--- src/rtl/ram_stream_fifo_ctrl.sv ---
// Stream FIFO controller around an external dual-port RAM with RD_LAT read latency and a prefetch buffer.
// Optional feature: define RAM_FIFO_ALMOST_FULL_EN to add parameter AFULL_THR and a registered almost_full output.
module ram_stream_fifo_ctrl #(
  parameter int DSIZE  = 32,
  parameter int AWIDTH = 12,
  parameter int RD_LAT = 3
`ifdef RAM_FIFO_ALMOST_FULL_EN
  ,
  parameter int AFULL_THR = (1 << AWIDTH) - 4
`endif
) (
  input  logic              clock,
  input  logic              rst_n,
  input  logic [DSIZE-1:0]  in_data,
  input  logic              in_valid,
  output logic              in_ready,
  output logic [DSIZE-1:0]  out_data,
  output logic              out_valid,
  input  logic              out_ready,
  output logic [AWIDTH-1:0] ram_addra,
  output logic [DSIZE-1:0]  ram_dia,
  output logic              ram_wea,
  output logic [AWIDTH-1:0] ram_addrb,
  input  logic [DSIZE-1:0]  ram_dob,
  output logic [AWIDTH:0]   count
`ifdef RAM_FIFO_ALMOST_FULL_EN
  ,
  output logic              almost_full
`endif
);

  localparam int BDEPTH = RD_LAT + 1;
  localparam int BW     = (BDEPTH > 1) ? $clog2(BDEPTH) : 1;
  localparam int CW     = $clog2(2 * RD_LAT + 3);
  localparam logic [AWIDTH:0] DEPTH_V  = {1'b1, {AWIDTH{1'b0}}};
  localparam logic [CW-1:0]   BDEPTH_C = CW'(BDEPTH);

  logic [AWIDTH:0]   r_wr_ptr;
  logic [AWIDTH:0]   r_rd_ptr;
  logic [AWIDTH:0]   r_count;
  logic              r_in_ready;
  logic [RD_LAT-1:0] r_dl;
  logic [DSIZE-1:0]  r_buf [BDEPTH];
  logic [BW-1:0]     r_head;
  logic [BW-1:0]     r_tail;
  logic [CW-1:0]     r_bcnt;

  logic [AWIDTH:0]   w_occ;
  logic [AWIDTH:0]   w_count_nxt;
  logic [CW-1:0]     w_inflight;
  logic [CW-1:0]     w_pending;
  logic              w_wr;
  logic              w_pop;
  logic              w_rd;
  logic              w_arrive;

  function automatic logic [BW-1:0] buf_inc(input logic [BW-1:0] p);
    return (p == BW'(BDEPTH - 1)) ? '0 : p + 1'b1;
  endfunction

  assign w_wr        = in_valid && r_in_ready;
  assign w_pop       = (r_bcnt != '0) && out_ready;
  assign w_occ       = r_wr_ptr - r_rd_ptr;
  assign w_arrive    = r_dl[RD_LAT-1];
  assign w_count_nxt = r_count + (AWIDTH+1)'(w_wr) - (AWIDTH+1)'(w_pop);

  always_comb begin
    w_inflight = '0;
    for (int i = 0; i < RD_LAT; i++) begin
      w_inflight = w_inflight + CW'(r_dl[i]);
    end
  end

  // Reserve a buffer slot for every read in flight; the slot freed by this cycle's pop is reusable at once.
  assign w_pending = w_inflight + r_bcnt - CW'(w_pop);
  assign w_rd      = (w_occ != '0) && (w_pending < BDEPTH_C);

  assign ram_wea   = w_wr;
  assign ram_addra = r_wr_ptr[AWIDTH-1:0];
  assign ram_dia   = in_data;
  assign ram_addrb = r_rd_ptr[AWIDTH-1:0];

  assign in_ready  = r_in_ready;
  assign out_valid = (r_bcnt != '0);
  assign out_data  = r_buf[r_head];
  assign count     = r_count;

  always_ff @(posedge clock or negedge rst_n) begin
    if (!rst_n) begin
      r_wr_ptr   <= '0;
      r_rd_ptr   <= '0;
      r_count    <= '0;
      r_in_ready <= 1'b0;
      r_dl       <= '0;
      r_head     <= '0;
      r_tail     <= '0;
      r_bcnt     <= '0;
    end else begin
      r_wr_ptr   <= r_wr_ptr + (AWIDTH+1)'(w_wr);
      r_rd_ptr   <= r_rd_ptr + (AWIDTH+1)'(w_rd);
      r_count    <= w_count_nxt;
      r_in_ready <= (w_count_nxt < DEPTH_V);
      r_dl       <= (r_dl << 1) | RD_LAT'(w_rd);
      if (w_arrive) r_tail <= buf_inc(r_tail);
      if (w_pop)    r_head <= buf_inc(r_head);
      r_bcnt     <= r_bcnt + CW'(w_arrive) - CW'(w_pop);
    end
  end

  // Buffer storage carries no reset; occupancy alone decides what is valid.
  always_ff @(posedge clock) begin
    if (w_arrive) r_buf[r_tail] <= ram_dob;
  end

`ifdef RAM_FIFO_ALMOST_FULL_EN
  logic r_afull;

  always_ff @(posedge clock or negedge rst_n) begin
    if (!rst_n) r_afull <= 1'b0;
    else        r_afull <= (r_count >= (AWIDTH+1)'(AFULL_THR));
  end

  assign almost_full = r_afull;
`endif

endmodule
--- config.mk ---
export PLATFORM = sky130hd
export DESIGN_NAME = ram_stream_fifo_ctrl
export DESIGN_NICKNAME = d
export VERILOG_FILES = /design/src/rtl/ram_stream_fifo_ctrl.sv
export SDC_FILE = /design/constraint.sdc
export NUM_CORES = 1
export LEC_CHECK = 0
export BUFFER_PORTS_ARGS = -buffer_cell sky130_fd_sc_hd__buf_2
export CAP_MARGIN = 20
export CORE_MARGIN = 1.5
export CORE_UTILIZATION = 45
export CTS_BUF_LIST = sky130_fd_sc_hd__clkbuf_8
export CTS_CLUSTER_DIAMETER = 100
export DETAILED_ROUTE_END_ITERATION = 10
export PLACE_DENSITY_LB_ADDON = 0.05
export SYNTH_ARGS = -nofsm -noshare
export SYNTH_HDL_FRONTEND = slang
export SYNTH_SLANG_ARGS = --single-unit
--- constraint.sdc ---
create_clock -name clock -period 10.7 [get_ports clock]
set_input_delay 0 -clock clock [delete_from_list [all_inputs] [get_ports clock]]
set_output_delay 0 -clock clock [all_outputs]
set_load 0.005 [all_outputs]
; Word-level counts from Yosys, hierarchy flattened
; Memories as Yosys holds them, arrays and structs flattened.
; Cells that the tools add are included.
[totals]
wordCells = 36
ramBits = 128
mem_count = 1
inputBits = 68
ff_bits = 51
mem_bits_ro = 0
output_inout_bits = 104
latch_bits = 0
[memory_table]
columns = memory, words, width, read_ports, rd_ports_with_merged_regs, wr, line
row1 = r_buf, 4, 32, 1, 0, 1, 43  ; logic [DSIZE-1:0] r_buf [BDEPTH];
[op_classes]
eq_ne = 2
n_lt_le_gt_ge = 2
bitwise_logic = 1
n_reduce_logical = 5
shift = 0
multipliers = 0
div_mod_pow = 0
n_addsub = 13
mux = 4
[ops]
columns = op, n
row1 = $add A13 B1 Y13, 3
row2 = $lt A13 B13 Y1 const B, 1
row3 = $reduce_bool A13 Y1, 1
row4 = $sub A13 B1 Y13, 1
row5 = $sub A13 B13 Y13, 1
row6 = $sub A4 B1 Y4, 2
row7 = $add A2 B1 Y2 const B, 2
row8 = $add A3 B4 Y4, 1
row9 = $add A4 B1 Y4, 1
row10 = $eq A2 B2 Y1 const B, 2
row11 = $lt A4 B3 Y1 const B, 1
row12 = $mux W2, 2
row13 = $reduce_bool A4 Y1, 1
row14 = $add A2 B1 Y3, 1
row15 = $logic_and A1 B1 Y1, 3
row16 = $or A3 B1 Y3, 1
row17 = $add A1 B1 Y2, 1
row18 = $mux W1, 2

; Depth between registers and ports, before layout
[depth]
depth_word = 7
depth_mapped = 20
depth_no_buf = 20

; Least setup slack after synthesis
; OpenSTA, ideal clock, no wires.
[synth_timing]
path_kind = reg-to-reg
startpoint = register r_bcnt[2]
endpoint = register r_rd_ptr[10]
arrival_time_ps = 3471
path_buffers = 0
setup_ps = 123
slack_ps = 7106
stages_incl_launch_ff = 21
cell_sequence = dfrtp_1 > inv_1 > ha_1 > nand3_1 > nand2_1 > inv_1 > ha_1 > inv_1 > fa_1 > ha_1 > a31oi_1 > nand3_1 > o21ai_0 > a22oi_1 > a31oi_1 > ha_1 > ha_1 > nand3_1 > nor3_1 > nand3_1 > xnor2_1
[synth_via]
elab_chain_cells = 6
elab_cells_between_ends = 7
classes_between = add/sub: 3 / order compare: 1 / reduce/logical: 3
[synth_rtl]
columns = item, line
row1 = "start, declared", 46  ; logic [CW-1:0] r_bcnt;
row2 = "start signal, assigned", 106  ; r_bcnt <= r_bcnt + CW'(w_arrive) - CW'(w_pop);
row3 = $reduce_bool A4 Y1, --
row4 = net out_valid, 18  ; output logic out_valid,
row5 = $logic_and A1 B1 Y1, 62  ; assign w_pop = (r_bcnt != '0) && out_ready;
row6 = net w_pop, 53  ; logic w_pop;
row7 = $sub A4 B1 Y4, 75  ; assign w_pending = w_inflight + r_bcnt - CW'(w_pop);
row8 = $lt A4 B3 Y1, 76  ; assign w_rd = (w_occ != '0) && (w_pending < BDEPTH_C);
row9 = $logic_and A1 B1 Y1, 76
row10 = net w_rd, 54  ; logic w_rd;
row11 = $add A13 B1 Y13, 100  ; r_rd_ptr <= r_rd_ptr + (AWIDTH+1)'(w_rd);
row12 = "end signal, assigned", 100
row13 = "end, declared", 39  ; logic [AWIDTH:0] r_rd_ptr;
; The timed path passes the listed nets, and every way through them passes these cells.
; A chain may end at the register's enable or synchronous reset.

; Worst setup path in the final report
[layout_timing]
startpoint = register r_bcnt[2]
endpoint = register r_rd_ptr[8]
[layout_via]
elab_chain_cells = 6
elab_cells_between_ends = 7
classes_between = add/sub: 3 / order compare: 1 / reduce/logical: 3
[layout_rtl]
columns = item, line
row1 = $reduce_bool A4 Y1, 62
row2 = $logic_and A1 B1 Y1, 62
row3 = net w_pop, 53
row4 = $sub A4 B1 Y4, 75
row5 = $lt A4 B3 Y1, 76
row6 = $logic_and A1 B1 Y1, 76
row7 = net w_rd, 54
row8 = $add A13 B1 Y13, 100
; The timed path passes the listed nets, and every way through them passes these cells.

==> qor.yml <==
drt:
  antenna_left: 0
  drt_iter0_drc: 134
  vias: 4472
  top_layer: "met4"
  drc: 0
  via_per_inst: 5.04
  firstDrtPassIters: 4
  drt-total-wl_microns: 14600
  dr_wl_met2_microns: 7310
  wl_met3_microns: 662
  wl_met1_microns: 6490
  wl_per_cell_microns: 16.5
timing:
  worst_pin_slew_ps: 914
  rsz0062_at_grt: "no"
  drv_slew: 0
  min_period_ps: 4010
  finalCritPeriodShare_pct: 37.5
  setup_viol: 0
  hold_violations: 0
  fin_skew_ps: 8.81
  slew_headroom_pct: 39.1
  fmax_mhz: 249
  setup_tns_ps: 0
critical_path:
  crit_path_end_kind: "register"
  cp_cell_sequence: "inv_1 -> ha_1 -> nand3_1 -> nand2_1 -> inv_1 -> ha_1 -> inv_1 -> fa_1 -> ha_1 -> a31oi_1 -> nand3_1 -> o21ai_0 -> a22oi_1 -> a31oi_1 -> ha_1 -> ha_1 -> nand3_1 -> nor3_1 -> nand3_1 -> xnor2_1"
  r2r_start: "r_bcnt[2]"
  cpMaxStageDelayCell: "nor3_1"
  crit_arrival_ps: 4350
  worstSetupPathType: "register to register"
  cp_common_cell: "ha_1"
  rr_worst_depth: 20
  slowest_delay_ps: 410
  rrSetupSlack_ps: 6690
  startpoint_type: "register"
  crit_required_ps: 11030
  reg2reg_to: "r_rd_ptr[8]"
  crit_fanout: 4
power:
  leakagePower_nw: 3.72
  finalPower_mw: 2.47
  peakVddDrop_mv: 0.189
  pwr_density_cell_mw_per_mm2: 264
min_path:
  hold_path_depth: 0
  hp-class: "input pin to primary output"
  min_from: "in_data[25]"
  holdPathEnd: "ram_dia[25]"
cells_and_area:
  areaGrowthSynthToFinish_pct: 13.5
  final_cell_mix: "128 x edfxtp_1, 107 x buf_2, 49 x dfrtp_1"
  fillers: 1565
  final_layout_size_suffix_gt1_share_pct: 28.9
  nNetsFinal: 759
  multi_input_area_sq_mm: 0.00251
  layout.area.seq_sq_mm: 0.00512
  final_common_cell: "edfxtp_1"
  insertedDiodeCount: 0
clocking:
  clockRootBuffer: "clkbuf_8"
  cts_sinks: 179
  cts_tree: "done"
  clk_pin_slew_ps: 100
  cts.path.max_buffers: 2
  htreeDepth: 4
  hold_buffers: 35
  worstSkewPairLatency_ps: 440
  post_cts_buffers: 0
  cts_buffers: 17
  cts_resized: 0
logic_synthesis:
  ys_seq_elements: 179
  synthesis.area_sq_mm: 0.00825
  syn_nets: 660
  synth_edf_count: 128
  syn-mean-instance-area_sq_um: 15.1
  synthArstFlopShare_pct: 28.5
  synthFlopType: "edfxtp_1"
  netlist_instances: 546
  synth_warnings: 0
  synth_sequential_area_ratio_pct: 62.0
  synthDistinctLibCells: 49
die:
  die_h_microns: 138
  rows: 49
  io_pins: 172
  die_area_sq_mm: 0.0192
  coreArea_sq_mm: 0.0180
  initial_core_util_pct: 45.9
  die-width_microns: 138
grt:
  antenna_found_initial: 0
  grt_pass1_vias: 4664
  grt_overflow: 0
  grt_max_degree: 52
  grt_use_total_pct: 15.9
  grt_first_pass_wirelength_microns: 23800
job:
  drv_cap: 0
status:
  status: "finished clean"
placed_design:
  gp_congestion: 0.782
  port_buffers: 107
  hpwl_microns: 9470
per-stage QoR:
stage	cell area (sq um)	cells	hold WS (ps)	util [%]	setup slack, ps
floorplan	8250	546	-296	-	7110
global placement	8640	820	0.0346	48.1	6780
detailed placement	8640	820	0.0346	48.1	6660
CTS	9370	887	0.0346	52.1	6640
global route	9370	887	0.0106	52.1	6280
finish	9370	887	0.00229	52.1	6690
logic make-up after synthesis:
| group | share of synthesized area, % |
|---|---|
| adders and majority gates | 7.25 |
| DFF | 62.0 |
| xor gates and xnor gates | 4.03 |
| and+or+nand+nor | 5.14 |
| buffers and inverters | 7.61 |
| muxes | 9.23 |
| AOI/OAI and AO/OA | 4.70 |
routing by layer:
layer  global-route usage, %  vias up
li1                        -     2146
met1                    19.7     2214
met2                    27.1      101
met3                    4.78       11
met4                    4.10        0
met5                       0        -
where the power goes:
part,internal (mW),switching [mW],total (mW)
logic,0.513,0.516,1.03
clock network,0.173,0.266,0.439
registers,0.901,0.105,1.01
worst max-delay path by stage:
stage | start | to | slack (ps) | cells past startpoint
finish | r_bcnt[2] | r_rd_ptr[8] | 6690 | 20
floorplan | r_bcnt[2] | r_rd_ptr[10] | 7110 | 20
detailed placement | r_bcnt[2] | r_rd_ptr[8] | 6660 | 20
global route | r_bcnt[3] | r_rd_ptr[10] | 6280 | 20
global placement | r_bcnt[2] | r_rd_ptr[12] | 6780 | 20
CTS | r_bcnt[2] | r_rd_ptr[8] | 6640 | 20
state kept, by name, summed over array words and instances, names as in the netlist:
name / flops
r_head: 2
r_bcnt: 4
r_tail: 2
r_wr_ptr: 13
r_rd_ptr: 13
in_ready: 1
count: 13
r_dl: 3
r_buf: 128
cell type report:
cell class              count  area share, %
flip-flops and latches    179           54.7
repair buffers            144           9.62
well taps                 229           3.06
inverters                  46           1.84
clock buffers              17           2.50
multi-input cells         257           26.8
clock inverters            15           1.50
synthesized netlist by cell type (all sizes together), types with 2 or more instances:
library cell | n | area (sq um)
nor2 | 18 | 70.1
buf | 60 | 440
o21a | 6 | 45.0
ha | 43 | 538
inv | 46 | 173
nor3 | 5 | 25.0
mux4 | 32 | 721
a211oi | 3 | 22.5
mux2i | 3 | 30.0
o31a | 3 | 35.0
a211o | 2 | 20.0
nand2b | 2 | 12.5
dfrtp | 51 | 1280
fa | 3 | 60.1
nor4 | 3 | 25.0
and2 | 6 | 37.5
and3 | 6 | 37.5
o211ai | 3 | 22.5
nand3 | 22 | 110
a31oi | 2 | 12.5
a21o | 3 | 22.5
clkbuf | 4 | 15.0
xor2 | 6 | 52.6
nand2 | 17 | 63.8
o21ai | 10 | 50.1
o21bai | 2 | 26.3
xnor2 | 32 | 280
edfxtp | 128 | 3840
a21oi | 11 | 58.8
critical path: cells and delay by family, from the launching register on:
family	cells	cell delay (ps)
xor+xnor	1	150
buf+inv	3	210
fa+ha+maj	6	1490
simple gates	6	1040
flops	1	370
compound gates	4	640
Power figures use the tool's default switching activity.
